File: config.mk
export PLATFORM = sky130hd
export DESIGN_NAME = flag_register
export DESIGN_NICKNAME = d
export VERILOG_FILES = /design/src/rtl/flag_register.sv
export SDC_FILE = /design/constraint.sdc
export NUM_CORES = 1
export LEC_CHECK = 0
export CAP_MARGIN = 20
export CELL_PAD_IN_SITES_DETAIL_PLACEMENT = 0
export CELL_PAD_IN_SITES_GLOBAL_PLACEMENT = 1
export CORE_UTILIZATION = 27
export DETAILED_ROUTE_END_ITERATION = 6
export PLACE_DENSITY_LB_ADDON = 0.3
export SYNTH_ARGS = -nofsm -noshare
export SYNTH_HDL_FRONTEND = slang
export SYNTH_SLANG_ARGS = --single-unit
File: constraint.sdc
create_clock -name clk -period 1.82 [get_ports clk]
set_clock_uncertainty 0.2 [all_clocks]
set_input_delay 0.364 -clock clk [delete_from_list [all_inputs] [get_ports clk]]
set_output_delay 0.364 -clock clk [all_outputs]
set_load 0.01 [all_outputs]
File: src/rtl/flag_register.sv
// Condition-flag register (Z/N/C/P) with save/restore and a synchronized,
// edge-detected, maskable interrupt-pending latch feeding the jump selector.
module flag_register #(
  parameter int WIDTH = 8
) (
  input  logic             clk,
  input  logic             reset,
  input  logic [WIDTH-1:0] alu_result,
  input  logic             alu_carry,
  input  logic             flags_we,
  input  logic             flags_restore,
  input  logic [3:0]       flags_in,
  input  logic             irq,
  input  logic             ie_set,
  input  logic             ie_clr,
  input  logic             int_ack,
  output logic             Z,
  output logic             N,
  output logic             C,
  output logic             P,
  output logic             intp,
  output logic [3:0]       flags_out
);

  logic s1, s2, s3;
  logic rise_det;
  logic pending;
  logic ie;
  logic [3:0] flags_nxt;

  // Packs {P,C,N,Z} from an ALU result; P is 1 for even parity.
  function automatic logic [3:0] calc_flags(input logic [WIDTH-1:0] res,
                                            input logic carry);
    calc_flags = {~^res, carry, res[WIDTH-1], ~|res};
  endfunction

  always_comb begin
    flags_nxt = {P, C, N, Z};
    if (flags_restore)
      flags_nxt = flags_in;
    else if (flags_we)
      flags_nxt = calc_flags(alu_result, alu_carry);
  end

  always_ff @(posedge clk or posedge reset) begin
    if (reset)
      {P, C, N, Z} <= 4'b0000;
    else
      {P, C, N, Z} <= flags_nxt;
  end

  // irq crosses into clk domain here; s3 holds the previous synchronized level.
  always_ff @(posedge clk or posedge reset) begin
    if (reset) begin
      s1 <= 1'b0;
      s2 <= 1'b0;
      s3 <= 1'b0;
    end else begin
      s1 <= irq;
      s2 <= s1;
      s3 <= s2;
    end
  end

  assign rise_det = s2 & ~s3;

  // A new edge outranks an acknowledge so a request arriving during ack is kept.
  always_ff @(posedge clk or posedge reset) begin
    if (reset)
      pending <= 1'b0;
    else if (rise_det)
      pending <= 1'b1;
    else if (int_ack)
      pending <= 1'b0;
  end

  always_ff @(posedge clk or posedge reset) begin
    if (reset)
      ie <= 1'b0;
    else if (int_ack || ie_clr)
      ie <= 1'b0;
    else if (ie_set)
      ie <= 1'b1;
  end

  assign intp      = pending & ie;
  assign flags_out = {P, C, N, Z};

endmodule

==> results of run 1 <==
## per-stage QoR
step / hold slack, ns / power [W] / TNS (ns) / instance area (µm²)
final: 0.163 / 0.000529 / 0 / 837
after global routing: 0.179 / 0.000568 / 0 / 837
after CTS: 0.164 / 0.000539 / 0 / 835
after detailed placement: 0.136 / 0.000391 / -0.117 / 807
after global placement: 0.139 / 0.000388 / -0.0946 / 807
after floorplan: -0.00808 / 0.000306 / 0 / 498
## final timing paths
| path | startpoint | slack [ns] | cells after the start | endpoint |
|---|---|---|---|---|
| max | N | 0.08 | 1 | N |
| min | s1 | 0.16 | 0 | s2 |
| max reg2reg | P | 0.71 | 3 | P |
| min reg2reg | s1 | 0.16 | 0 | s2 |
| max in group asynchronous | reset | 1.01 | 2 | P |
| min in group asynchronous | reset | 0.17 | 2 | C |
## area by class of cell
class,count,area [µm²],share of cell area
well taps,25,31.3,0.0374
repair buffers,32,315,0.377
multi-input cells,23,189,0.226
flip-flops and latches,9,225,0.269
clock buffers,3,22.5,0.0269
inverters,13,48.8,0.0583
clock inverters,1,5.00,0.00598
## flip-flops by register name (all words and copies together), names as in the netlist
| register | cells |
|---|---|
| s2 | 1 |
| Z | 1 |
| s3 | 1 |
| s1 | 1 |
| N | 1 |
| pending | 1 |
| ie | 1 |
| P | 1 |
| C | 1 |
## power by group through the flow
stage,Sequential (W),Clock (W),Combinational (W)
2_1_floorplan,0.000233,0,0.0000732
3_3_place_gp,0.000229,0,0.000159
3_5_place_dp,0.000230,0,0.000161
4_1_cts,0.000226,0.000151,0.000161
5_1_grt,0.000229,0.000167,0.000172
6_report,0.000226,0.000145,0.000158
## synthesized netlist by cell type
cell type,number,share of area
nor3b_1,1,0.015
nor2_1,1,0.0075
inv_1,13,0.098
o21ai_0,2,0.020
xnor2_1,2,0.035
nor3_1,1,0.010
o31ai_2,1,0.025
buf_2,1,0.010
a221oi_2,1,0.030
a21oi_1,2,0.020
nand2_1,2,0.015
mux2i_1,2,0.040
and4_1,1,0.018
xor2_1,1,0.018
o22ai_1,1,0.013
dfrtp_1,9,0.45
buf_4,4,0.060
ha_1,4,0.10
and2_1,1,0.013
## metal layers
layer  GRT usage  wire length [µm]
met3      0.0440               116
met1       0.103               347
met5           0                 0
met4      0.0909                21
met2       0.183               424
## logic make-up after synthesis
| kind of cell | count (synthesis) |
|---|---|
| AOI/OAI and AO/OA | 7 |
| and+or+nand+nor | 7 |
| adders and majority gates | 4 |
| xor gates and xnor gates | 3 |
| buffers and inverters | 18 |
| muxes | 2 |
| DFF | 9 |
## timing repair
item / CTS / global route
endpoints found under the setup margin: 0 / 1
hold endpoints to repair: 0 / 0
gates resized for setup: 0 / 1
buffers inserted: 0 / 0
==> summary.txt, run 1 <==
largest family of logic cells by synthesized area: buffers and inverters
setup violators final: 0
Clk Tree Root Cell: clkbuf_4
Simple-Gate Fraction of Synth Area: 0.0779
Std-Cell Rows: 15
drt first pass iters: 1
via count: 431
total CTS buffers: 3
IO Pins: 30
nets@finish: 107
type of the most critical hold path: reg2reg
number of global-route vias before repair: 372
n_diodes: 0
Synth Area in Compound Gates: 0.108
H-tree Lvls: 1
VDD IR max: 0.000202 V
Critical Path AT: 1.17 ns
Slew Viols, Final: 0
Lkg Pwr: 0.420 nW
Crit Path Max Fanout: 3
Mapped Area: 498 µm²
Chip Width: 44.9 µm
status: finished clean
Adder-Cell Fraction of Synth Area: 0.101
I/O Buffers: 29
Crit. End Element: primary output
initial antenna violation count: 0
core area: 1730 µm²
sequential fraction of the synthesis area: 0.452
Pwr Density: 632 nW/µm²
first-pass GRT wire length: 1500 µm
GPL Wtd Cong: 0.673
clock-pin slew on the worst setup and hold paths: 0.06 ns
Routed WL: 909 µm
Sink Count: 9
CP Buf/Inv Count: 1
Initial Utilization: 0.288
DR WL/cell: 8.58 µm
Overflow after GRT: 0
Fmax: 576 MHz
Avg Cell Area, Syn: 9.96 µm²
Yosys warning count: 0
Die Y-Extent: 44.9 µm
Synth cell types: 19
xor and xnor area share after synthesis: 0.0528
#FFs+latches synth: 9
Crit path max-delay family: buffers and inverters
fin util: 0.485
fin crit period: 1.74 ns
TritonCTS clock tree: built
pin count of the biggest net entering global routing: 10
share of cells above drive strength 1: 0.111
WS Path Type: reg2out
dpl cells: 102
CTS max path bufs: 2
sw power: 0.000129 W
max_cap viols: 0
Combinational Power Share: 0.299
die footprint: 2020 µm²
Worst Tran Pin Value: 0.325 ns
CP max stage delay: 0.55 ns
Post-Layout Cell Count: 106
Final Hold Vio Count: 0
Slew headroom: 0.783
Clk pwr share: 0.273
CTS Hold Bufs: 0
Crit-path slowest cell: clkdlybuf4s50_1
Area Overhead vs Synth: 68.1%
mux cell area share after synthesis: 0.0402
Tot GR Track Use: 0.109
Initial DRC Count: 0
Sequential Power Share: 0.427
Worst EP required: 1.26 ns
vias per cell: 4.07
commonest cells after routing, fill and taps aside: 28 x clkdlybuf4s50_1, 13 x inv_1, 9 x dfrtp_1, 4 x ha_1
Post-DRT Antenna Nets: 0
fill count: 177
RSZ-0062 raised after global routing: false
Sw Ratio: 0.244
commonest non-fill, non-tap cell in the layout: clkdlybuf4s50_1
HPWL Detailed: 817 µm
Syn Inst Count: 50
dpl ws: -0.100 ns
final worst slack: 0.0825 ns
critical path startpoint category: register
Syn Nets: 75
worst skew pair latency: 0.25 ns
crit-path cells: clkdlybuf4s50_1
final cycle utilization of the critical path: 0.955
DRC viols: 0
Internal Power: 0.000400 W
Power figures use the tool's default switching activity.
==> inputs of run 2 (changes only) <==
Settings changed: CORE_UTILIZATION 27 to 28, CTS_BUF_LIST set to sky130_fd_sc_hd__clkbuf_2 sky130_fd_sc_hd__clkbuf_4 sky130_fd_sc_hd__clkbuf_8.
==> run 2 against run 1 <==
Effect of this change:
- critical endpoint is now Z
- register-to-register slack better by 0.02 ns
- power up 4.0%
- utilization rose by 3.7 points
- sequential power about the same
- largest power group unchanged
- die area is 3.4% lower
==> summary.txt, run 2 (synthesis gave the netlist of run 1 again) <==
fill count: 163 (-7.9%)
type of the most critical hold path: reg2reg
Crit path max-delay family: buffers and inverters
Area Overhead vs Synth: 65.3%
Initial DRC Count: 3 (+3)
Die Y-Extent: 44.2 µm (-1.7%)
I/O Buffers: 29 (unchanged)
Routed WL: 917 µm (+0.88%)
IO Pins: 30 (unchanged)
VDD IR max: 0.000536 V (+170%)
setup violators final: 0 (unchanged)
share of cells above drive strength 1: 0.100 (-0.0111)
Clk Tree Root Cell: clkbuf_4
GPL Wtd Cong: 0.626 (-7.0%)
fin crit period: 1.75 ns (+0.00976 ns)
WS Path Type: reg2out
FF+latch area: 225 µm² (unchanged)
CP max stage delay: 0.55 ns (about the same)
critical path startpoint category: register
Crit Path Max Fanout: 3 (unchanged)
max_cap viols: 0 (unchanged)
drt first pass iters: 5 (+4)
Crit. End Element: primary output
Slew headroom: 0.775 (-0.00796)
CTS max path bufs: 2 (unchanged)
hold slack: 0.151 ns (-0.0123 ns)
Post-DRT Antenna Nets: 0 (unchanged)
fin util: 0.522 (+0.0374)
Final Hold Vio Count: 0 (unchanged)
Fmax: 572 MHz (-0.56%)
crit-path cells: clkdlybuf4s50_1
HPWL Detailed: 781 µm (-4.3%)
n_diodes: 0 (unchanged)
Overflow after GRT: 0 (unchanged)
Lkg Pwr: 0.426 nW (+1.4%)
Critical Path AT: 1.18 ns (about the same)
Worst Tran Pin Value: 0.337 ns (+0.0119 ns)
Pwr Density: 668 nW/µm² (+5.8%)
dpl cells: 92 (-9.8%)
H-tree Lvls: 1 (unchanged)
initial antenna violation count: 0 (unchanged)
via count: 401 (-7.0%)
vias per cell: 4.18 (+2.7%)
core area: 1580 µm² (-8.7%)
pin count of the biggest net entering global routing: 10 (unchanged)
Post-Layout Cell Count: 96 (-9.4%)
Power Total: 0.000550 W (+4.0%)
Chip Width: 44.2 µm (-1.7%)
nets@finish: 106 (-0.93%)
Initial Utilization: 0.316 (+0.0275)
CP Buf/Inv Count: 1 (unchanged)
commonest cells after routing, fill and taps aside: 27 x clkdlybuf4s50_1, 13 x inv_1, 9 x dfrtp_1, 4 x ha_1, 4 x clkbuf_4
DR WL/cell: 9.55 µm (+11%)
worst skew pair latency: 0.26 ns (about the same)
number of global-route vias before repair: 367 (-1.3%)
status: finished clean
Std-Cell Rows: 14 (-1)
DRC viols: 0 (unchanged)
TritonCTS clock tree: built
clock-pin slew on the worst setup and hold paths: 0.06 ns (about the same)
Sink Count: 9 (unchanged)
Slew Viols, Final: 0 (unchanged)
commonest non-fill, non-tap cell in the layout: clkdlybuf4s50_1
die footprint: 1950 µm² (-3.4%)
CTS Hold Bufs: 0 (unchanged)
first-pass GRT wire length: 1570 µm (+5.1%)
RSZ-0062 raised after global routing: false
Tot GR Track Use: 0.116 (+0.00668)
Worst EP required: 1.26 ns (about the same)
total CTS buffers: 3 (unchanged)
final cycle utilization of the critical path: 0.960 (+0.00536)
footprint of the multi-input gates: 189 µm² (unchanged)
Crit-path slowest cell: clkdlybuf4s50_1
-- run 2: layout make-up --
class / instances / share of cell area
Inverter: 13 / 0.0593
Timing Repair Buffer: 31 / 0.377
Tap cell: 16 / 0.0243
Clock buffer: 4 / 0.0365
Sequential cell: 9 / 0.274
Multi-Input combinational cell: 23 / 0.229
-- run 2: path summary, 6_finish.rpt --
path                        from  to  slack (ns)  depth (start not counted)
setup / recovery               Z   Z        0.07                          1
hold / removal                s1  s2        0.15                          0
setup reg to reg               P   P        0.73                          3
hold reg to reg               s1  s2        0.15                          0
max in group asynchronous  reset  s1        1.02                          2
min in group asynchronous  reset   P        0.16                          2
-- run 2: metal layers --
layer	up-vias	part of all wire	track usage
li1	213	-	-
met1	167	0.47	0.156
met2	21	0.43	0.150
met3	0	0.097	0.0735
met4	0	0	0.0364
met5	-	0	0
-- run 2: stage by stage --
step                      setup WS [ns]  instance area [µm²]  setup TNS [ns]
after floorplan                   0.409                  498               0
after global placement           -0.111                  788          -0.124
final                            0.0728                  823               0
after detailed placement         -0.106                  788          -0.124
after CTS                     0.0000595                  818               0
after global routing             0.0147                  823               0
-- run 2: repair_timing --
action / CTS / global route
resized for setup: 0 / 2
setup buffers: 0 / 0
setup endpoints to repair: 0 / 2
-- run 2: where the power goes --
part	leakage (nW)	internal, W	total, W	switching (W)
clock network	0.0184	0.0000993	0.000167	0.0000681
logic	0.299	0.000101	0.000156	0.0000552
registers	0.109	0.000216	0.000226	0.00000994
